===== src/rtl/out_data_misr.sv =====
// Signature stage: folds each accepted DATA_W-bit sample into a SIG_W-bit Galois MISR, then freezes it after SAMPLE_CNT samples.
// Latency: an accept at edge N is visible on sig/cnt from cycle N+1; done/match follow the final accept by one cycle.
// Backpressure: cap_ready is high only in RUN; samples offered in IDLE or DONE are dropped, and nothing is buffered.
//
// Ports: clkin_data/rst_n (clock, synchronous active-low reset), start (run pulse),
//        cap_valid/cap_ready/cap_data (sample handshake), exp_sig (expected signature),
//        sig/cnt (signature and accepted count), busy/done/match (run status).
// Optional feature macro: OUT_DATA_MISR_CMP_EN builds the final-signature comparator
// that drives match. Without it, match is tied low and exp_sig is ignored.
module out_data_misr #(
    parameter int unsigned        DATA_W     = 96,
    parameter int unsigned        SIG_W      = 32,
    parameter logic [SIG_W-1:0]   POLY       = 32'h04C11DB7,
    parameter logic [SIG_W-1:0]   SEED       = 32'hFFFFFFFF,
    parameter int unsigned        SAMPLE_CNT = 256
) (
    input  logic              clkin_data,
    input  logic              rst_n,
    input  logic              start,
    input  logic              cap_valid,
    output logic              cap_ready,
    input  logic [DATA_W-1:0] cap_data,
    input  logic [SIG_W-1:0]  exp_sig,
    output logic [SIG_W-1:0]  sig,
    output logic [15:0]       cnt,
    output logic              busy,
    output logic              done,
    output logic              match
);

    localparam int unsigned NSLICE   = DATA_W / SIG_W;
    localparam logic [15:0] LAST_CNT = 16'(SAMPLE_CNT - 1);

    typedef enum logic [1:0] {
        IDLE = 2'd0,
        RUN  = 2'd1,
        DONE = 2'd2
    } state_t;

    state_t           state;
    logic [SIG_W-1:0] fold;
    logic [SIG_W-1:0] sig_next;
    logic             accept;
    logic             last_accept;

    // XOR-compress the wide sample down to one signature-width word.
    always_comb begin
        fold = '0;
        for (int i = 0; i < NSLICE; i++) begin
            fold = fold ^ cap_data[i*SIG_W +: SIG_W];
        end
    end

    // Galois step: shift left, fold the polynomial in when the MSB falls out.
    always_comb begin
        sig_next = {sig[SIG_W-2:0], 1'b0} ^ (sig[SIG_W-1] ? POLY : '0) ^ fold;
    end

    // busy is a flop that mirrors RUN, so cap_ready is registered as well.
    assign cap_ready   = busy;
    assign accept      = cap_valid & (state == RUN);
    assign last_accept = accept & (cnt == LAST_CNT);

    always_ff @(posedge clkin_data) begin
        if (!rst_n) begin
            state <= IDLE;
            sig   <= SEED;
            cnt   <= '0;
            busy  <= 1'b0;
            done  <= 1'b0;
        end else begin
            case (state)
                IDLE: begin
                    if (start) begin
                        state <= RUN;
                        sig   <= SEED;
                        cnt   <= '0;
                        busy  <= 1'b1;
                    end
                end
                RUN: begin
                    // start is deliberately ignored here: a run must complete first.
                    if (accept) begin
                        sig <= sig_next;
                        cnt <= cnt + 16'd1;
                        if (last_accept) begin
                            state <= DONE;
                            busy  <= 1'b0;
                            done  <= 1'b1;
                        end
                    end
                end
                DONE: begin
                    // Restart takes priority; a coincident sample is dropped since
                    // cap_ready is still low in this cycle.
                    if (start) begin
                        state <= RUN;
                        sig   <= SEED;
                        cnt   <= '0;
                        busy  <= 1'b1;
                        done  <= 1'b0;
                    end
                end
                default: begin
                    state <= IDLE;
                    busy  <= 1'b0;
                    done  <= 1'b0;
                end
            endcase
        end
    end

`ifdef OUT_DATA_MISR_CMP_EN
    // Compare against the signature being written on the final accept, so
    // match becomes valid in the same cycle that done rises.
    always_ff @(posedge clkin_data) begin
        if (!rst_n) begin
            match <= 1'b0;
        end else if (start && (state != RUN)) begin
            match <= 1'b0;
        end else if (last_accept) begin
            match <= (sig_next == exp_sig);
        end
    end
`else
    logic unused_exp_sig;
    assign unused_exp_sig = ^exp_sig;
    assign match          = 1'b0;
`endif

endmodule

===== config.mk =====
export PLATFORM = sky130hd
export DESIGN_NAME = out_data_misr
export DESIGN_NICKNAME = d
export VERILOG_FILES = /design/src/rtl/out_data_misr.sv
export SDC_FILE = /design/constraint.sdc
export NUM_CORES = 1
export LEC_CHECK = 0
export ABC_AREA = 1
export CAP_MARGIN = 20
export CORE_ASPECT_RATIO = 0.9
export CORE_MARGIN = 2
export CORE_UTILIZATION = 43
export DETAILED_ROUTE_END_ITERATION = 6
export PLACE_DENSITY = 0.87
export SYNTH_ARGS = -nofsm -noshare
export SYNTH_HDL_FRONTEND = slang
export SYNTH_SLANG_ARGS = --single-unit
export TNS_END_PERCENT = 1

===== constraint.sdc =====
create_clock -name clkin_data -period 2.1 [get_ports clkin_data]
set_input_delay 0.315 -clock clkin_data [delete_from_list [all_inputs] [get_ports clkin_data]]
set_output_delay 0.315 -clock clkin_data [all_outputs]
set_load 0.01 [all_outputs]

======== Word-level counts from Yosys, hierarchy flattened ========
Index checks and enable logic that the tools add are counted.
storage, ports and cells
  register bits after elaboration ......... 52
  bits of input ports ..................... 132
  output and inout port bits .............. 52
  logic and storage cells ................. 45
cells by class
  add/subtract/negate cells ............... 1
  equality and inequality tests ........... 7
  muxes and demuxes ....................... 19
  bitwise operators ....................... 7
  reduce and logical (&&, ||, !) cells .... 6
operators with widths
  kind                                                                     count
  32-bit XOR                                                               3
  32-bit two-way mux                                                       2
  32-bit one-hot mux with 2 select lines                                   1
  16-bit two-way mux                                                       2
  16-bit one-hot mux with 2 select lines                                   1
  32-bit by 27-bit XOR with 32-bit output                                  1
  27-bit two-way mux                                                       1
  16-bit by 1-bit adder with 16-bit output, second input constant          1
  16-bit by 8-bit equality test with 1-bit output, second input constant   1
  1-bit two-way mux                                                        6
  2-bit two-way mux                                                        3
  2-bit inequality test, second input constant                             3
  3-bit AND reduction                                                      2
  2-bit one-hot mux with 2 select lines                                    1
  4-bit AND reduction                                                      1
  1-bit one-hot mux with 3 select lines                                    1
  1-bit AND                                                                2
  2-bit by 1-bit equality test with 1-bit output, second input constant    1
  2-bit equality test, second input constant                               1
  2-bit logical NOT                                                        1
  2-bit by 1-bit inequality test with 1-bit output, second input constant  1
  1-bit one-hot mux with 2 select lines                                    1
  2-bit nonzero test                                                       1
  2-bit OR reduction                                                       1
  1-bit inverter                                                           1

======== Logic depth before layout (Yosys ltp) ========
  word-level depth ........................ 6
  mapped depth ............................ 10
  depth with buffers taken out ............ 9

======== Least setup slack after synthesis ========
OpenSTA, ideal clock, no wires.
  path type ............................... register to register
  from .................................... register cnt[0]
  to ...................................... register cnt[14]
  setup time .............................. 0.113 ns
  arrival ................................. 1.230 ns
  required time ........................... 1.987 ns
  path slack .............................. 0.758 ns
  cell stages (with the launch flop) ...... 9
  buffers on the path ..................... 0
  period minus slack after synthesis ...... 1.342 ns
  cells stage by stage .................... dfxtp_1 > ha_1 > nand3_1 > nor2_1 > nand4_1 > nor2_1 > nand2_1 > nand2_1 > nor2_1
between the ends
  longest elaborated chain between the ends .. 3
ends and longest elaborated chain
  item                                      RTL line  RTL
  start, declared                           25        output logic [15:0] cnt,
  start signal, assigned                    85        cnt <= cnt + 16'd1;
  16-bit by 1-bit adder with 16-bit output  85
  16-bit two-way mux                        83        if (accept) begin
  16-bit one-hot mux with 2 select lines    72        case (state)
Every way passes these cells. The select of a mux whose other input is x is not followed.
A chain may end at the register's enable or synchronous reset.

======== Worst setup path in the final report ========
  from .................................... register state[0]
  to ...................................... register cnt[13]
between the ends
  longest elaborated chain between the ends .. 4
  elaborated cells on any way between the ends .. 10
  classes of those cells .................. eq/ne: 4; mux: 1; bitwise: 1; reduce/logical: 4
ends and longest elaborated chain
  item                                                                          RTL line  RTL
  start, declared                                                               40        state_t state;
  start signal, assigned                                                        66        state <= IDLE;
  start signal, assigned                                                        75        state <= RUN;
  start signal, assigned                                                        87        state <= DONE;
  2-bit by 1-bit equality test with 1-bit output, or another cell as far along  61, 72
  1-bit AND / 2-bit OR reduction (equally long branches)                        -
  2-bit inequality test (no line), or another cell as far along                 -
  3-bit AND reduction (no line)                                                 -
Several ways; a longest one is shown, not always the timed one.

==> run_results.csv <==
group,metric,value,unit
pwr,ir_drop,270,uV
drt,totalWireLength,9250,um
yosys,avgSynthCellArea,6.48,sq um
sta,slew-limit-headroom,66.6,%
worst_setup_path,worst-path-buf-inv,1,
global_routing,first_global_vias,3533,
drt,dr.pass1.iters,4,
yosys,yosys.area.top_type,"dfxtp_1",
worst_setup_path,cp.depth,9,
pwr,power.leakage,2.37,nW
cts,cts_resized,0,
place,gp_congestion,0.823,
layout,drive_above_1_share,5.69,%
pwr,p_per_area,517,nW/um^2
drt,postRouteAntennaNets,0,
yosys,synth.area.top_cells,"dfxtp_1, nand2_1, xnor2_1",
drt,vias_per_cell,4.69,
yosys,async_reset_ff_share,0,%
yosys,yosys_warnings,0,
sta,worst_slack,0.298,ns
layout,multi_input_area,2050,sq um
layout,finalInstanceArea,5170,sq um
sta,finalHoldViolations,0,
yosys,yosysSeqAreaShare,29.8,%
sta,max_freq,555,MHz
worst_setup_path,crit_start,"state[0]",
sta,clock-skew-final,0.0107,ns
worst_setup_path,reg2reg_to,"cnt[13]",
hold_path,holdCritPathClass,"reg2reg",
yosys,synth_fp_nets,672,
cts,cts_made_buffers,5,
yosys,yosysMostFrequentCell,"nand2_1",
floorplan,fp.dieArea,8860,sq um
cts,cts.sinks,52,
place,io_buffers,150,
place,dp_slack,0.152,ns
sta,finalSetupViolations,0,
worst_setup_path,crit_arrival,2.02,ns
layout,antenna_cells,0,
drt,drt-initial-drc-count,72,
cts,clk_path_buf_depth,2,
job,max_cap_violations,0,
place,hpwl,7350,um
worst_setup_path,ff2ff_setup_slack,0.30,ns
yosys,ys.flop_type,"dfxtp_1",
cts,clk_latency,0.31,ns
worst_setup_path,worst-path-max-fanout,17,
sta,rsz0062_at_grt,"false",
cts,cts_tree,"built",
cts,cts_htree_levels,2,
yosys,synth_cell_types,30,
sta,slew_violations,0,
worst_setup_path,r2r_cells,9,
drt,route.detailed.drc,0,
worst_setup_path,worstPathCellList,"inv_6 -> nor2_8 -> nand2_4 -> nand2_4 -> nand4_1 -> nor2_1 -> nand2_1 -> nand2_1 -> nor2_1",
yosys,netlist_area,3490,sq um
worst_setup_path,setup.worst_path.end,"cnt[13]",
global_routing,track_usage,21.0,%
worst_setup_path,cpMaxStageDelayCell,"dfxtp_1",
worst_setup_path,path_class,"reg2reg",
floorplan,row_count,31,
sta,tightest_slew,0.500,ns
cts,cts_hold_buf,0,
place,placed_area,5060,sq um
worst_setup_path,critical-path-top-delay-family,"simple AND/OR/NAND/NOR gates",
status,status,"finished clean",
global_routing,antenna_found_initial,0,
worst_setup_path,worst_setup_path_end_kind,"flop",
yosys,synth_commonest_cells,"nand2_1, inv_1, dfxtp_1",
floorplan,die_h,89.5,um
floorplan,core_area,7950,sq um
worst_setup_path,start_kind,"flop",
floorplan,boundaryPins,184,
layout,final_nets,818,
cts,cts-root-buf,"clkbuf_8",
yosys,synth.top_cell.area_share,29.8,%
sta,period_needed,1.80,ns
yosys,synth_edf_count,0,
cts,post_cts_buffers,0,
pwr,total_power,2.67,mW
worst_setup_path,cp_slowest_stage_delay,0.60,ns
global_routing,grt-ovfl-total,0,
drt,vias,3683,
yosys,syn_inst,539,
global_routing,grt_max_degree,26,
sta,post-route-period-util,85.8,%
floorplan,initial_core_util,43.9,%
layout,seq_area,1040,sq um
layout,fin_util,65.0,%
global_routing,grt_pass1_wl,15200,um
layout,areaGrowthSynthToFinish,48.0,%
worst_setup_path,required,2.32,ns
floorplan,die_w,99.0,um
cts,path_clk_slew,0.10,ns
layout,num-fill-cells,685,
drt,wl_per_cell,11.8,um
sta,finalSetupTns,0,ns
worst_setup_path,r2r_start,"state[0]",
yosys,ys_ff_latch,52,
kinds of logic after synthesis:
logic type | after synthesis | synth area share, %
compound gates | 63 | 9.10
other cells | 1 | 0.107
fa+ha+maj | 1 | 0.358
buf+inv | 90 | 11.5
simple gates | 268 | 33.1
flops | 52 | 29.8
xor+xnor | 64 | 16.1
cells in the final DEF, fill, tap and decap left out, drive strengths merged:
| master | netlist | routed |
|---|---|---|
| clkdlybuf4s50 | 0 | 150 |
| inv | 72 | 72 |
| or2 | 13 | 13 |
| nand4 | 3 | 3 |
| o21ai | 28 | 28 |
| clkbuf | 5 | 5 |
| dfxtp | 52 | 52 |
| a21oi | 34 | 34 |
| bufinv | 0 | 1 |
| xnor2 | 43 | 43 |
| nor3 | 2 | 2 |
| clkinvlp | 0 | 1 |
| ha | 1 | 1 |
| buf | 13 | 7 |
| o21bai | 1 | 1 |
| nand2 | 167 | 167 |
| nor2 | 41 | 41 |
| clkinv | 0 | 1 |
| nand3 | 42 | 42 |
| conb | 1 | 1 |
| xor2 | 21 | 21 |
worst register-to-register path, cell delays in order (launching register included):
cell,delay (ns)
dfxtp_1,0.60
inv_6,0.11
nor2_8,0.12
nand2_4,0.14
nand2_4,0.24
nand4_1,0.19
nor2_1,0.16
nand2_1,0.06
nand2_1,0.05
nor2_1,0.03
registers in the layout, summed over array words and instances (netlist names):
signal,count
cnt,16
sig,32
busy,1
done,1
state,2
power breakdown:
part           switching (mW)  internal [mW]
combinational           0.410          0.476
sequential             0.0558           1.04
clock                   0.340          0.353
total                   0.806           1.87
stage by stage:
stage	hold WS, ns	std cells
5_1_grt	0.494	785
2_1_floorplan	0.479	539
6_report	0.472	785
3_5_place_dp	0.461	777
3_3_place_gp	0.447	777
4_1_cts	0.476	785
per-layer routing:
| metal | up-vias | share of wire [%] | global-route usage (%) |
|---|---|---|---|
| met5 | - | 0 | 0 |
| met4 | 0 | 0.90 | 5.85 |
| met3 | 8 | 7.0 | 5.32 |
| met2 | 102 | 50 | 39.4 |
| met1 | 1626 | 42 | 23.8 |
| li1 | 1947 | - | - |
how the worst min path moves through the flow:
stage / start / end / slack (ns) / cells past startpoint
after global placement: cnt[4] / cnt[4] / 0.45 / 2
after floorplan: cnt[4] / cnt[4] / 0.48 / 2
after detailed placement: done / done / 0.46 / 2
final: done / done / 0.47 / 2
after global routing: done / done / 0.49 / 2
after CTS: done / done / 0.48 / 2
layout make-up:
cell class                      instances  share of cell area [%]
Multi-Input combinational cell        397                    39.7
Timing Repair Buffer                  157                    30.3
Sequential cell                        52                    20.1
Inverter                               72                    5.33
Tap cell                               99                    2.40
Clock buffer                            5                    1.33
Clock inverter                          3                   0.823
(Power assumes the default switching activity.)
